**src/rtl/dcache_replace_ctrl.sv**
```systemverilog
// Victim-replacement controller: reads the victim set's dirty bits, issues a
// writeback for a dirty victim, then reports completion with a one-cycle pulse.
module dcache_replace_ctrl #(
   parameter int INDEX_W = 6,
   parameter int WAY_W   = 3
) (
   input  logic                  clock,
   input  logic                  reset,
   input  logic                  miss_valid,
   input  logic [INDEX_W-1:0]    miss_index,
   input  logic [WAY_W-1:0]      miss_way,
   output logic                  miss_ready,
   output logic                  replace2dirty_array_valid,
   output logic [INDEX_W-1:0]    replace2dirty_array_index,
   output logic                  replace2dirty_array_ready,
   input  logic [2**WAY_W-1:0]   dirty_array2replace_rdata,
   output logic                  wb_valid,
   output logic [INDEX_W-1:0]    wb_index,
   output logic [WAY_W-1:0]      wb_way,
   input  logic                  wb_ready,
   output logic                  done_valid,
   output logic                  done_dirty,
   output logic [15:0]           wb_count
);

   typedef enum logic [2:0] {IDLE, RD, CHK, WB, DONE} state_t;

   state_t             state;
   logic [INDEX_W-1:0] index_q;
   logic [WAY_W-1:0]   way_q;
   logic               dirty_q;
   logic [15:0]        count_q;

   function automatic logic [15:0] sat_inc(input logic [15:0] v);
      return (v == 16'hFFFF) ? v : v + 16'd1;
   endfunction

   assign replace2dirty_array_index = index_q;
   assign wb_count                  = count_q;

   // Every output is a register set on the transition into the state that owns it.
   always_ff @(posedge clock or negedge reset) begin
      if (!reset) begin
         state                     <= IDLE;
         miss_ready                <= 1'b1;
         replace2dirty_array_valid <= 1'b0;
         replace2dirty_array_ready <= 1'b0;
         wb_valid                  <= 1'b0;
         wb_index                  <= '0;
         wb_way                    <= '0;
         done_valid                <= 1'b0;
         done_dirty                <= 1'b0;
         index_q                   <= '0;
         way_q                     <= '0;
         dirty_q                   <= 1'b0;
         count_q                   <= '0;
      end else begin
         replace2dirty_array_valid <= 1'b0;
         replace2dirty_array_ready <= 1'b0;
         done_valid                <= 1'b0;
         done_dirty                <= 1'b0;
         case (state)
            IDLE: begin
               if (miss_valid) begin
                  index_q                   <= miss_index;
                  way_q                     <= miss_way;
                  miss_ready                <= 1'b0;
                  replace2dirty_array_valid <= 1'b1;
                  state                     <= RD;
               end
            end
            RD: begin
               replace2dirty_array_ready <= 1'b1;
               state                     <= CHK;
            end
            CHK: begin
               dirty_q <= dirty_array2replace_rdata[way_q];
               if (dirty_array2replace_rdata[way_q]) begin
                  wb_valid <= 1'b1;
                  wb_index <= index_q;
                  wb_way   <= way_q;
                  state    <= WB;
               end else begin
                  done_valid <= 1'b1;
                  state      <= DONE;
               end
            end
            WB: begin
               if (wb_ready) begin
                  count_q    <= sat_inc(count_q);
                  wb_valid   <= 1'b0;
                  wb_index   <= '0;
                  wb_way     <= '0;
                  done_valid <= 1'b1;
                  done_dirty <= dirty_q;
                  state      <= DONE;
               end
            end
            DONE: begin
               miss_ready <= 1'b1;
               state      <= IDLE;
            end
            default: begin
               miss_ready <= 1'b1;
               state      <= IDLE;
            end
         endcase
      end
   end

endmodule
```
**config.mk**
```make
export PLATFORM = sky130hd
export DESIGN_NAME = dcache_replace_ctrl
export DESIGN_NICKNAME = d
export VERILOG_FILES = /design/src/rtl/dcache_replace_ctrl.sv
export SDC_FILE = /design/constraint.sdc
export NUM_CORES = 1
export LEC_CHECK = 0
export ABC_AREA = 0
export CORE_MARGIN = 2
export CORE_UTILIZATION = 35
export DETAILED_ROUTE_END_ITERATION = 16
export GPL_TIMING_DRIVEN = 1
export MAX_ROUTING_LAYER = met4
export SETUP_SLACK_MARGIN = 0.02
export SLEW_MARGIN = 40
export SYNTH_ARGS = -nofsm -noshare
export SYNTH_HDL_FRONTEND = slang
export SYNTH_SLANG_ARGS = --single-unit
```
**constraint.sdc**
```tcl
create_clock -name clock -period 1.6 [get_ports clock]
set_input_delay 0.16 -clock clock [delete_from_list [all_inputs] [get_ports clock]]
set_output_delay 0.16 -clock clock [all_outputs]
set_load 0.01 [all_outputs]
```
==> results.json, run 1 <==
{
  "status": "finished clean",
  "grt_max_degree": 24,
  "fin_skew_ns": 0.007169,
  "synth_area_leaders": "dfrtp_1, nand2_1, mux2i_1, xor2_1, buf_6",
  "cp-startpoint": "way_q[0]$_DFFE_PN0P_",
  "ys_seq_area_frac": 0.5238,
  "ys_top_cells_by_count": "dfrtp_1, nand2_1, mux2i_1",
  "sequentialPowerShare": 0.380,
  "totalPowerFinal_mw": 4.635,
  "rsz0062_at_grt": "true",
  "internal_power_mw": 3.081,
  "fillCellCount": 528,
  "netlist_area_sq_um": 2105,
  "drive_gt1_frac": 0.2578,
  "synth_top_cell_by_area": "dfrtp_1",
  "synth_enable_flop_cells": 0,
  "critPathMaxFanout": 12,
  "endpoint": "wb_index[4]$_DFFE_PN0P_",
  "rr_worst_depth": 5,
  "synth_top_flop_cell": "dfrtp_1",
  "port_buffers": 57,
  "htree_levels": 2,
  "die_area_sq_um": 6649,
  "async_flop_share": 1.000,
  "fin_crit_sh": 0.9614,
  "antenna_found_initial": 0,
  "r2r_end": "wb_index[4]$_DFFE_PN0P_",
  "p_switching_mw": 1.554,
  "fp.dieW_um": 81.54,
  "drtAntennaViolNets": 0,
  "dp.cells": 344,
  "multi_input_area_sq_um": 954.7,
  "rows": 28,
  "io_pins": 58,
  "gr-total-overflow": 0,
  "combPwrFrac": 0.455,
  "cp-end-kind": "register",
  "ys_types": 46,
  "clockBufferDepth": 2,
  "worst_ep_required_time_ns": 1.82,
  "cts.root.buffer_cell": "clkbuf_8",
  "path_class": "register to register",
  "detailed_place.area_sq_um": 2980,
  "fmax_mhz": 650.1,
  "grt_use_total": 0.1690,
  "place_hpwl_um": 3545,
  "worstReg2RegStart": "way_q[0]$_DFFE_PN0P_",
  "drv_cap": 0,
  "peakVddDrop_mv": 0.8170,
  "nets": 308,
  "synth_top_area_share": 0.5113,
  "start_util": 0.3597,
  "yosysWarnings": 0,
  "worstMarginPinSlew_ns": 0.5313,
  "powerDensity_nw_per_um2": 1451,
  "core-area_sq_um": 5851,
  "setup-violations-final": 0,
  "area_delta_synth_final_pct": 51.78,
  "gp_congestion": 0.8422,
  "antenna_cells": 0,
  "cts_buffers": 5,
  "drt_iter0_markers": 49,
  "syn-instance-count": 189,
  "leakage_nw": 1.573,
  "timing.slew.headroom": 0.6458,
  "switching_share": 0.3352,
  "arrival_ns": 1.76,
  "num_vias": 1704,
  "p_clk_frac": 0.165,
  "grt_pass1_wl_um": 8224,
  "cts.sinks": 44,
  "yosys.cell_count.top_type": "dfrtp_1",
  "start_kind": "register",
  "drt-pass1-iter-count": 4,
  "period_needed_ns": 1.538,
  "drc": 0,
  "avgSynthCellArea_sq_um": 11.14,
  "fin_area_sq_um": 3194,
  "viasPerCell": 4.707,
  "ff_latch_area_sq_um": 1107,
  "clk_pin_slew_ns": 0.08,
  "synth.net_count": 211,
  "timing_hold_violations_final": 0,
  "cts_tree": "yes",
  "drv_slew": 0,
  "insertion_delay_ns": 0.30,
  "fin_setup_tns_ns": 0,
  "grt_pass1_vias": 1716,
  "synth_seq_cells": 44,
  "min_path_type": "input port to asynchronous set/reset pin",
  "wl_per_cell_um": 13.63,
  "wirelength_um": 4934,
  "stdcell_count": 362,
  "r2r_setup_slack_ns": 0.06,
  "die_h_um": 81.54
}
-- worst max-delay path, cell delays in order (launching register included) --
cell,delay [ns]
dfrtp_2,0.46
mux2_1,0.35
a2bb2oi_2,0.18
nand4_2,0.12
buf_12,0.15
mux2i_1,0.19
-- power groups by stage --
| stage | sequential (mW) | clock, mW | combinational (mW) |
|---|---|---|---|
| 5_1_grt | 1.81 | 0.837 | 2.35 |
| 3_5_place_dp | 1.79 | 0 | 2.00 |
| 2_1_floorplan | 1.89 | 0 | 0.908 |
| 3_3_place_gp | 1.79 | 0 | 1.98 |
| 6_report | 1.76 | 0.765 | 2.11 |
| 4_1_cts | 1.78 | 0.802 | 2.02 |
-- layer usage --
layer / global-route usage / share of wire
met3: 0.05385 / 0.067
met2: 0.2721 / 0.47
met4: 0.05593 / 0.014
met1: 0.2011 / 0.45
met5: - / 0
-- registers in the layout, indices dropped and copies added, names as in the netlist --
name	flops
dirty_q	1
replace2dirty_array_valid	1
way_q	3
wb_valid	1
wb_way	3
wb_index	6
miss_ready	1
replace2dirty_array_index	6
done_valid	1
wb_count	16
state	3
replace2dirty_array_ready	1
done_dirty	1
-- per-stage QoR --
step,worst slack (ns),hold slack (ns),util
global route,-0.002497,0.4104,0.5460
floorplan,-0.03077,-0.1356,-
detailed placement,-0.2405,0.1800,0.5094
finish,0.06174,0.3655,0.5460
global placement,-0.2009,0.1763,0.5094
CTS,0.02276,0.3879,0.5291
-- cells in the final DEF (no fill, tap or decap), types with 5 or more instances in the layout --
cell type	count
mux2i_1	12
clkbuf_8	7
dfrtp_1	39
inv_1	11
nand2_1	35
a21oi_1	5
xor2_1	8
nor2_1	5
o21ai_0	8
buf_4	38
clkdlybuf4s50_1	54
-- worst min-delay path by stage --
stage,end,slack (ns),cells past startpoint
floorplan,dirty_q$_DFFE_PN0P_,-0.14,0
global placement,wb_count[4]$_DFFE_PN0P_,0.18,1
detailed placement,wb_count[2]$_DFFE_PN0P_,0.18,1
CTS,wb_index[3]$_DFFE_PN0P_,0.39,2
global route,replace2dirty_array_index[2]$_DFFE_PN0P_,0.41,3
finish,state[1]$_DFFE_PN0P_,0.37,2
-- cell type report --
type | count | area share
timing repair buffer | 98 | 0.2808
inverter | 11 | 0.01293
tap | 75 | 0.02938
multi-input combinational | 126 | 0.2989
sequential | 44 | 0.3467
clock buffer | 8 | 0.03134
-- logic make-up (layout without fill, tap and decap cells) --
kind of cell             after synthesis  count (layout)  share of synthesized area
multiplexers                          17              17                    0.08561
XOR/XNOR                              11              11                    0.04578
adder cells (fa/ha/maj)                1               1                   0.005944
flip-flops                            44              44                     0.5238
buffers and inverters                 19             117                    0.05053
AND/OR/NAND/NOR                       70              70                     0.1909
AO/OA/AOI/OAI                         27              27                    0.09751
-- repair_timing --
action	in CTS	in global routing
hold endpoints to repair	20	0
gates cloned	0	0
pin swaps	1	7
hold buffers	1	0
buffers inserted	0	9
endpoints found under the setup margin	5	20
resized for setup	3	7
Power figures use the tool's default switching activity.
==> run 2: changes to the inputs <==
Settings changed: ABC_AREA 0 to 1, GPL_ROUTABILITY_DRIVEN set to 0.
==> results.json, run 2 <==
{
  "die_h_um": 82.14,
  "drtAntennaViolNets": 0,
  "place_hpwl_um": 3360,
  "mostFrequentLayoutCell": "nand2_1",
  "path_class": "register to output pin",
  "grt_max_degree": 45,
  "yosysWarnings": 0,
  "worstReg2RegStart": "wb_count[1]$_DFFE_PN0P_",
  "p_clk_frac": 0.178,
  "critPathMaxFanout": 2,
  "wirelength_um": 4461,
  "fp.dieW_um": 82.14,
  "min_path_type": "input port to asynchronous set/reset pin",
  "io_pins": 58,
  "grt_use_total": 0.1510,
  "cts.root.buffer_cell": "clkbuf_8",
  "drv_slew": 0,
  "rsz0062_at_grt": "false",
  "leakage_nw": 1.421,
  "powerDensity_nw_per_um2": 1625,
  "netlist_area_sq_um": 2137,
  "switching_share": 0.3652,
  "largest_reg_flops": 16,
  "drt_iter0_markers": 38,
  "nets": 355,
  "peakVddDrop_mv": 0.7760,
  "period_needed_ns": 1.511,
  "holdWs_ns": 0.3558,
  "syn-instance-count": 267,
  "fmax_mhz": 661.7,
  "synth_top_cell_by_area": "dfrtp_1",
  "clk_pin_slew_ns": 0.09,
  "synth_seq_cells": 44,
  "fin_setup_tns_ns": 0,
  "crit_family": "flip-flops",
  "critPathMaxStageDelay_ns": 0.53,
  "r2r_end": "wb_count[0]$_DFFE_PN0P_",
  "port_buffers": 57,
  "cts_tree": "yes",
  "ys_seq_area_frac": 0.5158,
  "die_area_sq_um": 6747,
  "finalWorstSetupSlack_ns": 0.08879,
  "crit_path_cell_trace": "clkdlybuf4s50_1",
  "insertion_delay_ns": 0.30,
  "combPwrFrac": 0.425,
  "p_switching_mw": 1.757,
  "cts.sinks": 44,
  "start_util": 0.3609,
  "async_flop_share": 1.000,
  "worst_ep_required_time_ns": 1.44,
  "final_cell_mix": "nand2_1, clkdlybuf4s50_1, dfrtp_1, inv_1, nand3_1",
  "antenna_found_initial": 0,
  "grt_pass1_wl_um": 7590,
  "cp_num_buf_inv": 1,
  "synth_top_flop_cell": "dfrtp_1",
  "worstMarginPinSlew_ns": 0.3802,
  "fin_skew_ns": 0.008441,
  "internal_power_mw": 3.054,
  "fin_crit_sh": 0.9445,
  "drive_gt1_frac": 0.08084,
  "avgSynthCellArea_sq_um": 8.004,
  "core-area_sq_um": 5921,
  "start_kind": "register",
  "cp-end-kind": "output pin",
  "antenna_cells": 0,
  "timing_hold_violations_final": 0,
  "viasPerCell": 4.438,
  "drt-pass1-iter-count": 4,
  "synth_enable_flop_cells": 0,
  "critPathSlowestCell": "dfstp_2",
  "sequentialPowerShare": 0.397,
  "place_ws_ns": 0.1212,
  "synth.net_count": 289,
  "drc": 0,
  "grt_pass1_vias": 1690,
  "clockBufferDepth": 2,
  "ys_top_cells_by_count": "nand2_1, dfrtp_1, inv_1",
  "area_delta_synth_final_pct": 38.58,
  "yosys.cell_count.top_type": "nand2_1",
  "synth_top_area_share": 0.5035,
  "fillCellCount": 593,
  "ys_types": 25,
  "status": "finished clean",
  "rr_worst_depth": 7,
  "setup-violations-final": 0,
  "htree_levels": 2,
  "num_vias": 1815,
  "timing.slew.headroom": 0.7462,
  "synth_area_leaders": "dfrtp_1, nand2_1, inv_1, nand3_1, nor2_1",
  "drv_cap": 0,
  "fin_util": 0.5002,
  "wl_per_cell_um": 10.91,
  "rows": 28,
  "arrival_ns": 1.35,
  "cts_buffers": 5,
  "r2r_setup_slack_ns": 0.15,
  "gr-total-overflow": 0
}
-- run 2: cell types whose count changed after synthesis, moves of 3 or more --
cell	before	now
mux2i_1	12	0
nor3_1	0	3
a21oi_1	5	1
buf_6	4	1
nand2_1	35	109
nand3_1	4	21
inv_1	11	30
o21ai_0	8	11
nor2_1	6	16
nor2b_1	4	0
o21ai_2	0	3
-- run 2: worst max-delay path by stage --
stage,start,slack [ns],to,cells past startpoint
after global placement,dirty_array2replace_rdata[7],0.13,wb_index[3]$_DFFE_PN0P_,9
after floorplan,wb_count[1]$_DFFE_PN0P_,0.12,wb_count[13]$_DFFE_PN0P_,9
after CTS,miss_ready$_DFFE_PN1P_,0.07,miss_ready,1
final,miss_ready$_DFFE_PN1P_,0.09,miss_ready,1
after global routing,wb_count[1]$_DFFE_PN0P_,0.02,wb_count[0]$_DFFE_PN0P_,7
after detailed placement,dirty_array2replace_rdata[7],0.12,wb_index[3]$_DFFE_PN0P_,9
-- run 2: power groups by stage --
stage | logic [mW] | registers [mW] | clock network, mW
after floorplan | 0.933 | 2.02 | 0
after global placement | 2.03 | 1.93 | 0
after detailed placement | 2.05 | 1.93 | 0
after CTS | 2.06 | 1.92 | 0.889
after global routing | 2.30 | 1.98 | 0.918
final | 2.05 | 1.91 | 0.854
-- run 2: metrics by stage --
stage / power (mW) / area (sq um) / cells
floorplan: 2.956 / 2137 / 267
global placement: 3.960 / 2830 / 400
detailed placement: 3.988 / 2830 / 400
CTS: 4.871 / 2952 / 409
global route: 5.191 / 2962 / 409
finish: 4.811 / 2962 / 409
-- run 2: timing repair --
item / 4_1_cts / 5_1_grt
hold endpoints to repair: 43 / 0
buffers inserted: 0 / 0
setup endpoints to repair: 0 / 2
gates resized for setup: 0 / 2
hold buffers: 1 / 0
-- run 2: area by class of cell --
cell class                      instances  area [sq um]  share of cell area
Clock buffer                            5         68.82             0.02324
Clock inverter                          3         42.54             0.01436
Inverter                               31         118.9             0.04014
Multi-Input combinational cell        187         889.6              0.3004
Sequential cell                        44          1102              0.3722
Tap cell                               75         93.84             0.03169
Timing Repair Buffer                   64         645.6              0.2180
-- run 2: logic make-up after synthesis --
logic type / count (synthesis) / share of synthesized area
XOR/XNOR: 11 / 0.04508
adder cells (fa/ha/maj): 1 / 0.005854
buffers and inverters: 36 / 0.07260
AND/OR/NAND/NOR: 160 / 0.3203
flip-flops: 44 / 0.5158
AO/OA/AOI/OAI: 15 / 0.04040
-- run 2: metal layers --
metal	track usage	share of wire
met4	0.05000	0.016
met1	0.1846	0.48
met2	0.2382	0.44
met5	-	0
met3	0.04783	0.057
==> run 3: changes to the inputs <==
Settings changed: GPL_TIMING_DRIVEN 1 to 0.
==> results.json, run 3 (synthesis results as in run 2) <==
{
  "gr-total-overflow": 0,
  "fin_setup_tns_ns": 0,
  "worstMarginPinSlew_ns": 0.2327,
  "drv_slew": 0,
  "grt_max_degree": 34,
  "die_area_sq_um": 6747,
  "fin_area_sq_um": 3009,
  "fin_util": 0.5082,
  "period_needed_ns": 1.531,
  "holdWs_ns": 0.2351,
  "powerDensity_nw_per_um2": 1602,
  "grt_use_total": 0.1633,
  "timing.slew.headroom": 0.8449,
  "antenna_cells": 0,
  "cts_tree": "yes",
  "leakage_nw": 1.432,
  "die_h_um": 82.14,
  "worst_ep_required_time_ns": 1.44,
  "grt.busiest_layer": "met2",
  "io_pins": 58,
  "fp.dieW_um": 82.14,
  "critPathMaxFanout": 3,
  "drt-pass1-iter-count": 6,
  "use_met2": 0.2789,
  "start_kind": "register",
  "largest_reg_flops": 16,
  "cts.root.buffer_cell": "clkbuf_8",
  "rsz0062_at_grt": "true",
  "peakVddDrop_mv": 0.8235,
  "cp-end-kind": "output pin",
  "fmax_mhz": 653.2,
  "nets": 360,
  "fin_skew_ns": 0.004675,
  "antenna_found_initial": 0,
  "clk_pin_slew_ns": 0.08,
  "detailed_place.area_sq_um": 2819,
  "drt_iter0_markers": 88,
  "ff_latch_area_sq_um": 1104,
  "final_cell_mix": "nand2_1, clkdlybuf4s50_1, dfrtp_1, inv_1, nand3_1",
  "place_hpwl_um": 3532,
  "fin_crit_sh": 0.9568,
  "start_util": 0.3609,
  "drive_gt1_frac": 0.1150,
  "viasPerCell": 4.457,
  "timing_hold_violations_final": 0,
  "use_met1": 0.1891,
  "use_met3": 0.04565,
  "grt_pass1_wl_um": 8169,
  "rows": 28,
  "drv_cap": 0,
  "drtAntennaViolNets": 0,
  "htree_levels": 2,
  "drc": 0,
  "wl_per_cell_um": 11.29,
  "insertion_delay_ns": 0.30,
  "mostFrequentLayoutCell": "nand2_1",
  "multi_input_area_sq_um": 927.1,
  "wirelength_um": 4676,
  "arrival_ns": 1.37,
  "port_buffers": 57,
  "min_path_type": "input port to asynchronous set/reset pin",
  "cts_buffers": 5,
  "clockBufferDepth": 2,
  "grt_pass1_vias": 1866,
  "fillCellCount": 585,
  "setup-violations-final": 0,
  "path_class": "register to output pin",
  "totalPowerFinal_mw": 4.821,
  "num_vias": 1845,
  "cts.sinks": 44,
  "area_delta_synth_final_pct": 40.81,
  "status": "finished clean",
  "core-area_sq_um": 5921
}
-- run 3: path summary, 6_finish.rpt --
path                                              start                                  endpoint  slack, ns  cells past startpoint
worst max-delay path            wb_count[1]$_DFFE_PN0P_                               wb_count[1]       0.07                      2
worst min-delay path                              reset                   wb_count[8]$_DFFE_PN0P_       0.24                      2
worst max register to register  wb_count[0]$_DFFE_PN0P_                  wb_count[14]$_DFFE_PN0P_       0.12                      9
worst min register to register     way_q[2]$_DFFE_PN0P_                     wb_way[2]$_DFFE_PN0P_       0.51                      2
max in group asynchronous                         reset                      way_q[0]$_DFFE_PN0P_       0.96                      3
min in group clock                        miss_index[0]  replace2dirty_array_index[0]$_DFFE_PN0P_       0.38                      3
-- run 3: routing by layer --
metal	vias to the layer above	part of all wire	routed length [um]
li1	965	-	-
met1	830	0.45	2096
met2	44	0.49	2299
met3	6	0.048	226
met4	0	0.012	54
met5	-	0	0
-- run 3: area by class of cell --
cell class | instances | share of cell area
flip-flops and latches | 44 | 0.3667
multi-input cells | 187 | 0.3081
clock buffers | 7 | 0.02869
inverters | 31 | 0.03950
well taps | 75 | 0.03118
repair buffers | 64 | 0.2104
plain buffers | 5 | 0.01289
clock inverters | 1 | 0.002495
-- run 3: stage by stage --
stage,cells,worst slack [ns]
finish,414,0.06914
global route,414,-0.006724
CTS,410,0.03362
detailed placement,400,-0.001905
global placement,399,-0.8771
floorplan,267,0.1163
-- run 3: power by group --
group	internal (mW)	total, mW	switching [mW]
clock network	0.351	0.735	0.384
logic	1.10	2.16	1.06
registers	1.55	1.92	0.369
total	3.01	4.82	1.81
-- run 3: worst max-delay path, stage by stage, from the launching register on --
cell and delay, ns:
dfrtp_1 0.40, buf_4 0.14, clkdlybuf4s50_1 0.53
-- run 3: timing repair --
| action | in CTS | in global routing |
|---|---|---|
| setup endpoints to repair | 7 | 36 |
| pin swaps | 0 | 3 |
| hold buffers | 1 | 0 |
| gates resized for setup | 1 | 13 |
| buffers inserted | 1 | 4 |
| hold endpoints to repair | 44 | 0 |
